[config.mk]
export PLATFORM = sky130hd
export DESIGN_NAME = mdu_controller
export DESIGN_NICKNAME = d
export VERILOG_FILES = /design/src/rtl/mdu_pkg.sv /design/src/rtl/mdu_datapath.sv /design/src/rtl/mdu_controller.sv
export SDC_FILE = /design/constraint.sdc
export NUM_CORES = 1
export LEC_CHECK = 0
export ABC_CLOCK_PERIOD_IN_PS = 3500
export BUFFER_PORTS_ARGS = -buffer_cell sky130_fd_sc_hd__buf_2
export CORE_MARGIN = 5
export CORE_UTILIZATION = 60
export DETAILED_ROUTE_END_ITERATION = 8
export PLACE_DENSITY = 0.82
export REMOVE_ABC_BUFFERS = 1
export SLEW_MARGIN = 20
export SYNTH_ARGS = -nofsm -noshare
export SYNTH_HDL_FRONTEND = slang
export SYNTH_SLANG_ARGS = --single-unit
[constraint.sdc]
create_clock -name CLK -period 3.5 [get_ports CLK]
set_input_delay 0.175 -clock CLK [delete_from_list [all_inputs] [get_ports CLK]]
set_output_delay 0.175 -clock CLK [all_outputs]
set_load 0.05 [all_outputs]
[src/rtl/mdu_pkg.sv]
// Shared definitions for the multiply/divide unit: operation codes,
// controller state encodings, the default data width and small op decoders.
package mdu_pkg;

  localparam int DWL_DEFAULT = 32;

  typedef enum logic [1:0] {
    OP_MULT  = 2'b00,
    OP_MULTU = 2'b01,
    OP_DIV   = 2'b10,
    OP_DIVU  = 2'b11
  } op_e;

  typedef enum logic [2:0] {
    ST_IDLE = 3'd0,
    ST_PREP = 3'd1,
    ST_CALC = 3'd2,
    ST_FIX  = 3'd3,
    ST_DONE = 3'd4
  } state_e;

  // Divide operations have the upper op bit set.
  function automatic logic op_is_div(input op_e op);
    return op[1];
  endfunction

  // The non-"U" variants are the signed ones.
  function automatic logic op_is_signed(input op_e op);
    return ~op[0];
  endfunction

endpackage

[src/rtl/mdu_datapath.sv]
// Iterative multiply/divide datapath: operand capture, magnitude load,
// one shift-add or restoring-subtract step per cycle, and the final
// sign correction of the result.
// Signed handling is present only when MDU_SIGNED_EN is defined; otherwise
// operands are always treated as unsigned and no sign-fix logic exists.
module mdu_datapath
  import mdu_pkg::*;
#(
  parameter int DWL = DWL_DEFAULT
) (
  input  logic           clk,
  input  logic           rst_n,
  input  logic           load,
  input  logic           prep,
  input  logic           step,
  input  logic           is_div,
`ifdef MDU_SIGNED_EN
  input  logic           is_signed,
`endif
  input  logic [DWL-1:0] src_a,
  input  logic [DWL-1:0] src_b,
  output logic [DWL-1:0] a_raw,
  output logic           b_zero,
  output logic [DWL-1:0] hi_res,
  output logic [DWL-1:0] lo_res
);

  logic [DWL-1:0] b_raw;
  logic [DWL-1:0] acc;       // partial product high half / partial remainder
  logic [DWL-1:0] quo;       // multiplier (shifts out) / quotient (shifts in)
  logic [DWL-1:0] mag;       // multiplicand or divisor magnitude
  logic [DWL-1:0] a_mag;
  logic [DWL-1:0] b_mag;
  logic [DWL:0]   mul_sum;
  logic [DWL:0]   div_sh;
  logic [DWL-1:0] div_diff;
  logic           div_ge;

`ifdef MDU_SIGNED_EN
  logic a_neg;
  logic b_neg;
  logic neg_q;               // sign of product / quotient
  logic neg_r;               // sign of remainder (follows the dividend)

  assign a_neg = is_signed & a_raw[DWL-1];
  assign b_neg = is_signed & b_raw[DWL-1];
  assign a_mag = a_neg ? -a_raw : a_raw;
  assign b_mag = b_neg ? -b_raw : b_raw;
`else
  assign a_mag = a_raw;
  assign b_mag = b_raw;
`endif

  assign b_zero   = (b_raw == '0);
  // Multiply: add the multiplicand when the multiplier LSB is set, then the
  // whole {acc,quo} pair shifts right by one.
  assign mul_sum  = {1'b0, acc} + (quo[0] ? {1'b0, mag} : '0);
  // Divide: shift the next dividend bit into the remainder and try a subtract.
  // While mag is non-zero the remainder stays below mag, so the difference
  // always fits in DWL bits when the subtract succeeds.
  assign div_sh   = {acc, quo[DWL-1]};
  assign div_ge   = (div_sh >= {1'b0, mag});
  assign div_diff = div_sh[DWL-1:0] - mag;

  // Operand capture on start, magnitude load in PREP, one step per CALC cycle.
  // NOTE: sequential state uses non-blocking (<=) assignments so every register
  // samples the pre-edge values, independent of statement order.
  always_ff @(posedge clk or negedge rst_n) begin
    if (!rst_n) begin
      a_raw <= '0;
      b_raw <= '0;
      acc   <= '0;
      quo   <= '0;
      mag   <= '0;
    end else if (load) begin
      a_raw <= src_a;
      b_raw <= src_b;
    end else if (prep) begin
      acc <= '0;
      quo <= a_mag;
      mag <= b_mag;
    end else if (step) begin
      if (is_div) begin
        acc <= div_ge ? div_diff : div_sh[DWL-1:0];
        quo <= {quo[DWL-2:0], div_ge};
      end else begin
        acc <= mul_sum[DWL:1];
        quo <= {mul_sum[0], quo[DWL-1:1]};
      end
    end
  end

`ifdef MDU_SIGNED_EN
  logic [2*DWL-1:0] prod_mag;
  logic [2*DWL-1:0] prod;

  assign prod_mag = {acc, quo};
  assign prod     = neg_q ? -prod_mag : prod_mag;

  // Result signs recorded while the magnitudes are loaded.
  always_ff @(posedge clk or negedge rst_n) begin
    if (!rst_n) begin
      neg_q <= 1'b0;
      neg_r <= 1'b0;
    end else if (prep) begin
      neg_q <= a_neg ^ b_neg;
      neg_r <= a_neg;
    end
  end

  // Sign correction of the finished magnitude result.
  // NOTE: outputs get a default before any branch so no path leaves them
  // unassigned, which would otherwise infer a latch.
  always_comb begin
    hi_res = acc;
    lo_res = quo;
    if (is_div) begin
      lo_res = neg_q ? -quo : quo;
      hi_res = neg_r ? -acc : acc;
    end else begin
      hi_res = prod[2*DWL-1:DWL];
      lo_res = prod[DWL-1:0];
    end
  end
`else
  assign hi_res = acc;
  assign lo_res = quo;
`endif

endmodule

[src/rtl/mdu_controller.sv]
// Multiply/divide unit controller: sequencing FSM, iteration counter and the
// architectural HI/LO registers, around the iterative mdu_datapath.
// Latency is fixed: Done is high in the DWL+3rd cycle after the Start edge,
// including divide-by-zero. Define MDU_SIGNED_EN to make MULT/DIV signed;
// without it MULT behaves as MULTU and DIV as DIVU.
module mdu_controller
  import mdu_pkg::*;
#(
  parameter int DWL = DWL_DEFAULT,
  parameter int CWL = 6
) (
  input  logic           CLK,
  input  logic           RST,
  input  logic           Start,
  input  logic [1:0]     Op,
  input  logic [DWL-1:0] SrcA,
  input  logic [DWL-1:0] SrcB,
  input  logic           HIWE,
  input  logic           LOWE,
  input  logic [DWL-1:0] WD,
  output logic           Busy,
  output logic           Done,
  output logic           DivZero,
  output logic [DWL-1:0] HI,
  output logic [DWL-1:0] LO
);

  state_e         state;
  op_e            op_q;
  logic [CWL-1:0] count;

  logic           load;
  logic           prep;
  logic           step;
  logic           is_div;
  logic [DWL-1:0] a_raw;
  logic           b_zero;
  logic [DWL-1:0] hi_res;
  logic [DWL-1:0] lo_res;
  logic           host_wr_ok;

  assign load       = (state == ST_IDLE) && Start;
  assign prep       = (state == ST_PREP);
  assign step       = (state == ST_CALC);
  assign is_div     = op_is_div(op_q);
  // Host writes are honoured only when no result write can happen, so the
  // FIX write always wins over HIWE/LOWE.
  assign host_wr_ok = (state == ST_IDLE) || (state == ST_DONE);

`ifdef MDU_SIGNED_EN
  logic is_signed;
  assign is_signed = op_is_signed(op_q);
`else
  // Signedness is irrelevant in this build; only the divide bit is decoded.
  logic unused_op_lsb;
  assign unused_op_lsb = op_q[0];
`endif

  mdu_datapath #(
    .DWL(DWL)
  ) u_datapath (
    .clk      (CLK),
    .rst_n    (RST),
    .load     (load),
    .prep     (prep),
    .step     (step),
    .is_div   (is_div),
`ifdef MDU_SIGNED_EN
    .is_signed(is_signed),
`endif
    .src_a    (SrcA),
    .src_b    (SrcB),
    .a_raw    (a_raw),
    .b_zero   (b_zero),
    .hi_res   (hi_res),
    .lo_res   (lo_res)
  );

  // Sequencing FSM with registered Busy/Done/DivZero and HI/LO updates.
  always_ff @(posedge CLK or negedge RST) begin
    if (!RST) begin
      state   <= ST_IDLE;
      op_q    <= OP_MULT;
      count   <= '0;
      Busy    <= 1'b0;
      Done    <= 1'b0;
      DivZero <= 1'b0;
      HI      <= '0;
      LO      <= '0;
    end else begin
      case (state)
        ST_IDLE: begin
          if (Start) begin
            op_q  <= op_e'(Op);
            Busy  <= 1'b1;
            state <= ST_PREP;
          end
        end
        ST_PREP: begin
          count <= CWL'(DWL);
          state <= ST_CALC;
        end
        ST_CALC: begin
          count <= count - CWL'(1);
          if (count == CWL'(1)) state <= ST_FIX;
        end
        ST_FIX: begin
          Busy  <= 1'b0;
          Done  <= 1'b1;
          state <= ST_DONE;
          if (is_div && b_zero) begin
            HI      <= a_raw;
            LO      <= '1;
            DivZero <= 1'b1;
          end else begin
            HI      <= hi_res;
            LO      <= lo_res;
            DivZero <= 1'b0;
          end
        end
        ST_DONE: begin
          Done    <= 1'b0;
          DivZero <= 1'b0;
          state   <= ST_IDLE;
        end
        default: begin
          Busy  <= 1'b0;
          Done  <= 1'b0;
          state <= ST_IDLE;
        end
      endcase

      if (host_wr_ok) begin
        if (HIWE) HI <= WD;
        if (LOWE) LO <= WD;
      end
    end
  end

endmodule

==> impl_metrics.tcl, run 1 <==
set metrics [dict create \
    clk_pin_slew_ns 0.07 \
    pwr-share-clk_pct 15.3 \
    io_pins 170 \
    htreeDepth 1 \
    pwr-share-comb_pct 57.6 \
    antenna_left 0 \
    drive_gt1_share_pct 19.58 \
    overflow 0 \
    worst_pin_slew_ns 1.049 \
    end_kind "flip-flop" \
    drc 0 \
    final_common_cell "dfrtp_1" \
    synth_top_area_share_pct 40.45 \
    synth_area_per_cell_um2 8.951 \
    period_share_pct 94.97 \
    drv_cap 0 \
    path_class "flip-flop to flip-flop" \
    rows 57 \
    synthCells 1638 \
    powerDensity_nw_per_um2 1063 \
    netlist_area_um2 14660 \
    worst_clock_skew_ns 0.01067 \
    synth-edff-count 0 \
    cp_slowest_cell "dfrtp_1" \
    dpl_cell_area_um2 16070 \
    portBuffers 168 \
    required_ns 3.94 \
    die_area_um2 27660 \
    fmax_ghz 0.3009 \
    first_global_vias 13348 \
    via_per_inst 6.065 \
    ff2ff_path_depth 13 \
    place.gp.congestion 0.9513 \
    holdWs_ns 0.05247 \
    yosysWarningCount 0 \
    final-hold-violation-count 0 \
    syn_to_final_growth_pct 22.75 \
    cts.sinks 237 \
    async_flop_share_pct 100.0 \
    antenna_found_initial 0 \
    status "finished clean" \
    n_antenna_cell 0 \
    die_h_um 166.3 \
    grt_pass1_wl_um 72010 \
    hold_depth 4 \
    fin_area_um2 18000 \
    p_int_uw 9903 \
    n_fill_cell 1743 \
    peakVddDrop_uv 595.3 \
    cts_tree "built" \
    setup_viol 0 \
    drv_slew 0 \
    avgRoutedWirePerCell_um 19.83 \
    crit_chain "inv_1, ha_1, inv_1, fa_1, a21o_1, a21oi_1, o21ai_1, a211o_1, a21oi_1, buf_4, xor2_1, a211oi_1, a221o_1" \
    start_util_pct 60.64 \
    cts_buffer_depth 3 \
    core_area_um2 24180 \
    synth_cell_type_count 75 \
    startpoint_type "flip-flop" \
    p_total_uw 19130 \
    post-cts-setup-buffer-count 0 \
    swShare_pct 48.23 \
    grt_max_degree 98 \
    dr.first_iter.drc_count 1651 \
    first_pass_iters 8 \
    final_net_count 2065 \
    crit_arrival_ns 3.76 \
    clk_latency_ns 0.55 \
    synth.top_cells.by_area "dfrtp_1 (40%), ha_1 (5.6%), mux2i_1 (5.4%)" \
    critPathMaxStageDelay_ns 0.42 \
    path_max_fanout 4 \
    yosys.area.top_type "dfrtp_1" \
    ys_seq_area_share_pct 40.45 \
    numCtsBuffers 27 \
    synth_flop_cell "dfrtp_1" \
    vias 13579 \
    p_leak_uw 0.008154 \
    final_cell_mix "dfrtp_1 (236), nand2_1 (204), buf_2 (167)" \
    grt_usage_pct 31.45 \
    rsz0062_at_grt "no" \
    period_needed_ns 3.324 \
    p_switching_uw 9225 \
    dp_hpwl_um 30140 \
    die_w_um 166.3 \
    slew_headroom_pct 30.02 \
    drt_wl_total_um 44390 \
    clock-root-buffer "clkbuf_16" \
    hold_class "primary input to flip-flop" \
    ys_ff_latch 237 \
    seq_power_share_pct 27.1 \
    tns_ns 0 \
]
[kinds of logic (layout without fill, tap and decap cells)]
group                      Yosys count  count (layout)  share of synthesized area [%]
adders and majority gates           68              68                          5.905
and+or+nand+nor                    517             517                          15.99
DFF                                237             237                          40.45
AOI/OAI and AO/OA                  464             464                          19.69
muxes                              145             145                          10.46
xor gates and xnor gates            54              54                          3.226
buffers and inverters              153             430                          4.275
[power groups by stage]
stage	logic, µW	clock network [µW]	registers, µW
final	11000	2930	5180
after detailed placement	10600	0	5140
after global routing	12000	3080	5330
after global placement	10400	0	5080
after floorplan	6500	0	6220
after CTS	10800	2950	5110
[final cells by class]
cell class                 count  area [µm²]  area share, %
sequential                   237        5932          32.96
inverter                      49       183.9          1.022
tap                          324       405.4          2.252
clock buffer                  36       779.5          4.331
clock inverter                14       143.9         0.7995
multi-input combinational   1248        8158          45.33
timing repair buffer         331        2395          13.31
[synth_stat cells (all sizes together) (8+ instances only)]
cell    number
a31oi        9
nor2       137
xnor2       32
nand3       21
and2        38
a22oi        9
xor2        22
a21o        33
o211ai      13
a211oi       8
o21ai      154
nor3        44
nor4         9
nand2      206
a21oi      129
dfrtp      237
o21a        12
ha          66
mux2i       79
mux2        66
nand2b      12
o31ai       37
nor2b        9
nand4       14
buf         27
clkbuf      77
inv         48
[what timing repair did]
item,in CTS,in global routing
resized for setup,0,7
endpoints found under the hold margin,219,0
hold buffers,98,0
endpoints found under the setup margin,0,7
[per-stage QoR]
step / instances / worst slack (ns) / util (%)
after floorplan: 1534 / -4.723 / -
after global routing: 2239 / 0.01026 / 74.44
after global placement: 2091 / 0.2636 / 66.48
after CTS: 2239 / 0.1503 / 74.35
final: 2239 / 0.1762 / 74.44
after detailed placement: 2091 / 0.1828 / 66.48
[final timing paths]
check                                      start                    end  slack (ns)
max reg2reg                u_datapath.lo_res[31]  u_datapath.hi_res[22]        0.18
max in group asynchronous                    RST  u_datapath.lo_res[31]        2.26
min in group asynchronous                    RST   u_datapath.hi_res[3]        0.20
min reg2reg                             count[5]               count[5]        0.48
max                        u_datapath.lo_res[31]  u_datapath.hi_res[22]        0.18
min                                         HIWE                 HI[29]        0.05
[critical path: cells and delay by family, from the launching register on]
family / cells / cell delay (ns)
xor+xnor: 1 / 0.27
flops: 1 / 0.42
buf+inv: 3 / 0.35
compound gates: 7 / 1.54
fa+ha+maj: 2 / 0.62
[per-layer routing]
layer	vias up	wire length, µm	track usage [%]
met2	620	20270	49.49
met4	0	1244	8.538
met3	98	3868	5.903
li1	6350	-	-
met1	6511	19010	45.15
met5	-	0	0
[flip-flops by register name, summed over array words and instances (netlist names)]
register           cells
count                  6
u_datapath.hi_res     32
Busy                   1
DivZero                1
HI                    32
state                  3
u_datapath.b_mag      32
op_q                   1
u_datapath.lo_res     32
LO                    32
u_datapath.a_raw      32
u_datapath.mag        32
Done                   1
Note: power is estimated with default switching activity, not from simulation.
==> inputs of run 2 (changes only) <==
ABC_AREA = 1   (was unset)
ABC_CLOCK_PERIOD_IN_PS = 3400   (was 3500)
CORE_UTILIZATION = 61   (was 60)
clock period = 3.4 ns   (was 3.5 ns; I/O delays follow)
==> run 2 against run 1 <==
Against the previous run: core utilization down 0.96 points; clock power rose by 9.2%; sequential share of layout area down 3.1 points; first-iteration DRC count increased by 26%; critical path type unchanged; largest power group unchanged.
==> impl_metrics.tcl, run 2 <==
set metrics [dict create \
    antenna_found_initial 1 \
    synth_flop_cell "dfrtp_1" \
    die_w_um 175.9 \
    avgRoutedWirePerCell_um 18.89 \
    status "finished clean" \
    drc 0 \
    p_int_uw 10340 \
    antenna_left 0 \
    postCtsHoldBufs 98 \
    n_fill_cell 2151 \
    path_max_fanout 39 \
    period_needed_ns 3.149 \
    clk_pin_slew_ns 0.07 \
    hold_class "primary input to flip-flop" \
    yosys.area.top_type "dfrtp_1" \
    crit_top_cell "nand2_1" \
    synth_cell_type_count 46 \
    cts_tree "built" \
    setup_viol 0 \
    p_leak_uw 0.01079 \
    final-hold-violation-count 0 \
    period_share_pct 92.62 \
    synth.top_cells.by_area "dfrtp_1 (35%), nand2_1 (19%), inv_1 (9.1%)" \
    critPathMaxStageDelay_ns 0.49 \
    path_class "flip-flop to flip-flop" \
    cts.sinks 237 \
    cp_slowest_cell "dfrtp_1" \
    pre_cts_ws_ns 0.4201 \
    vias 18132 \
    grt_pass1_wl_um 93330 \
    die_area_um2 30950 \
    portBuffers 168 \
    ys_seq_area_share_pct 35.32 \
    fmax_ghz 0.3175 \
    clk_latency_ns 0.55 \
    swShare_pct 53.68 \
    cts_buffer_depth 3 \
    startpoint_type "flip-flop" \
    rsz0062_at_grt "no" \
    grt_max_degree 103 \
    post-cts-setup-buffer-count 0 \
    io_pins 170 \
    pwr-share-comb_pct 61.5 \
    synthTopCellsByCount "nand2_1 (868), inv_1 (409), dfrtp_1 (237), nand3_1 (215), nor2_1 (133)" \
    drv_cap 0 \
    final_common_cell "nand2_1" \
    dr.first_iter.drc_count 2085 \
    p_switching_uw 11990 \
    fin_area_um2 19860 \
    synthCells 2515 \
    end_kind "flip-flop" \
    core_area_um2 27030 \
    start_util_pct 62.14 \
    numCtsBuffers 26 \
    drv_slew 0 \
    slew_headroom_pct 34.99 \
    rows 60 \
    netlist_area_um2 16790 \
    ys_ff_latch 237 \
    via_per_inst 5.851 \
    synth_area_per_cell_um2 6.677 \
    drt_wl_total_um 58530 \
    place.gp.congestion 1.019 \
    syn_to_final_growth_pct 18.25 \
    setup_ws_ns 0.2509 \
    first_global_vias 17660 \
    async_flop_share_pct 100.0 \
    pwr-share-clk_pct 14.3 \
    worst_clock_skew_ns 0.01873 \
    seq_power_share_pct 24.2 \
    synth-edff-count 0 \
    dpl_cell_area_um2 17920 \
    first_pass_iters 6 \
    clock-root-buffer "clkbuf_16" \
    htreeDepth 1 \
    yosysWarningCount 0 \
    crit_chain "ha_1, nand2_1, inv_1, nand2_1, nand2_1, nand2_1, nand3_2, nand2_2, nand2_2, nand2_2, nand2_4, nor2_4, nand2_1, nand3b_1, nand2_1" \
    yosysMostFrequentCell "nand2_1" \
    required_ns 3.82 \
    powerDensity_nw_per_um2 1124 \
    peakVddDrop_uv 849.3 \
    final_net_count 2909 \
    final_cell_mix "nand2_1 (866), inv_1 (406), dfrtp_1 (236)" \
    dp_hpwl_um 39730 \
    holdWs_ns 0.1136 \
    grt_usage_pct 37.46 \
    crit_arrival_ns 3.57 \
    drive_gt1_share_pct 11.78 \
    p_total_uw 22330 \
    n_antenna_cell 0 \
    overflow 0 \
    fin_util_pct 73.48 \
    worst_pin_slew_ns 0.9752 \
    die_h_um 175.9 \
    cts_resized 0 \
    synth_top_area_share_pct 35.32 \
]
## run 2: cell types whose count changed after synthesis, sizes merged, moves of 34 or more
cell    before  now
nand3       21  216
mux2        66   31
o31ai       37    0
nand2      206  881
mux2i       79    1
inv         48  414
and2        38    4
o211ai      13   93
a21oi      129   82
## run 2: worst max-delay path: cells and delay by family (launching register included)
kind	cells	cell delay [ns]
flops	1	0.49
buf+inv	1	0.06
fa+ha+maj	1	0.42
simple gates	13	2.05
## run 2: cell families (layout without fill, tap and decap cells)
| family | after synthesis | count (layout) | synth area share (%) |
|---|---|---|---|
| buffers and inverters | 514 | 757 | 11.93 |
| AND/OR/NAND/NOR | 1328 | 1328 | 33.26 |
| AO/OA/AOI/OAI | 313 | 313 | 11.00 |
| multiplexers | 32 | 32 | 2.138 |
| flip-flops | 237 | 237 | 35.32 |
| XOR/XNOR | 23 | 23 | 1.200 |
| adder cells (fa/ha/maj) | 68 | 68 | 5.156 |
## run 2: path summary, 6_finish.rpt
check	from	to	slack (ns)	depth (start not counted)
setup / recovery	u_datapath.hi_res[2]	u_datapath.hi_res[2]	0.25	15
hold / removal	Start	Busy	0.11	4
setup reg to reg	u_datapath.hi_res[2]	u_datapath.hi_res[2]	0.25	15
hold reg to reg	u_datapath.lo_res[30]	u_datapath.lo_res[30]	0.50	2
max in group asynchronous	RST	LO[25]	2.11	3
min in group asynchronous	RST	LO[6]	0.25	2
## run 2: area by class of cell
type / instances / area [µm²] / area share [%]
Multi-Input combinational cell: 1764 / 8882 / 44.73
Clock inverter: 16 / 234.0 / 1.178
Timing Repair Buffer: 295 / 2100 / 10.57
Inverter: 414 / 1556 / 7.838
Clock buffer: 32 / 724.4 / 3.648
Tap cell: 341 / 426.7 / 2.149
Sequential cell: 237 / 5934 / 29.88
## run 2: per-stage QoR
stage	setup TNS, ns	cells
floorplan	-136.73	2415
global placement	0	2953
detailed placement	0	2953
CTS	0	3099
global route	0	3099
finish	0	3099
## run 2: routing by layer
metal / track usage (%) / wire (µm) / up-vias / part of all wire (%)
li1: - / - / 8416 / -
met1: 49.91 / 23390 / 8408 / 40
met2: 62.48 / 27100 / 1097 / 46
met3: 5.790 / 5663 / 211 / 9.7
met4: 13.26 / 2376 / 0 / 4.1
met5: 0 / 0 / - / 0
## run 2: power groups by stage
| stage | sequential (µW) | clock (µW) | combinational, µW |
|---|---|---|---|
| 5_1_grt | 5510 | 3320 | 15100 |
| 3_3_place_gp | 5260 | 0 | 12800 |
| 6_report | 5400 | 3200 | 13700 |
| 2_1_floorplan | 6480 | 0 | 8190 |
| 3_5_place_dp | 5310 | 0 | 13100 |
| 4_1_cts | 5300 | 3170 | 13300 |
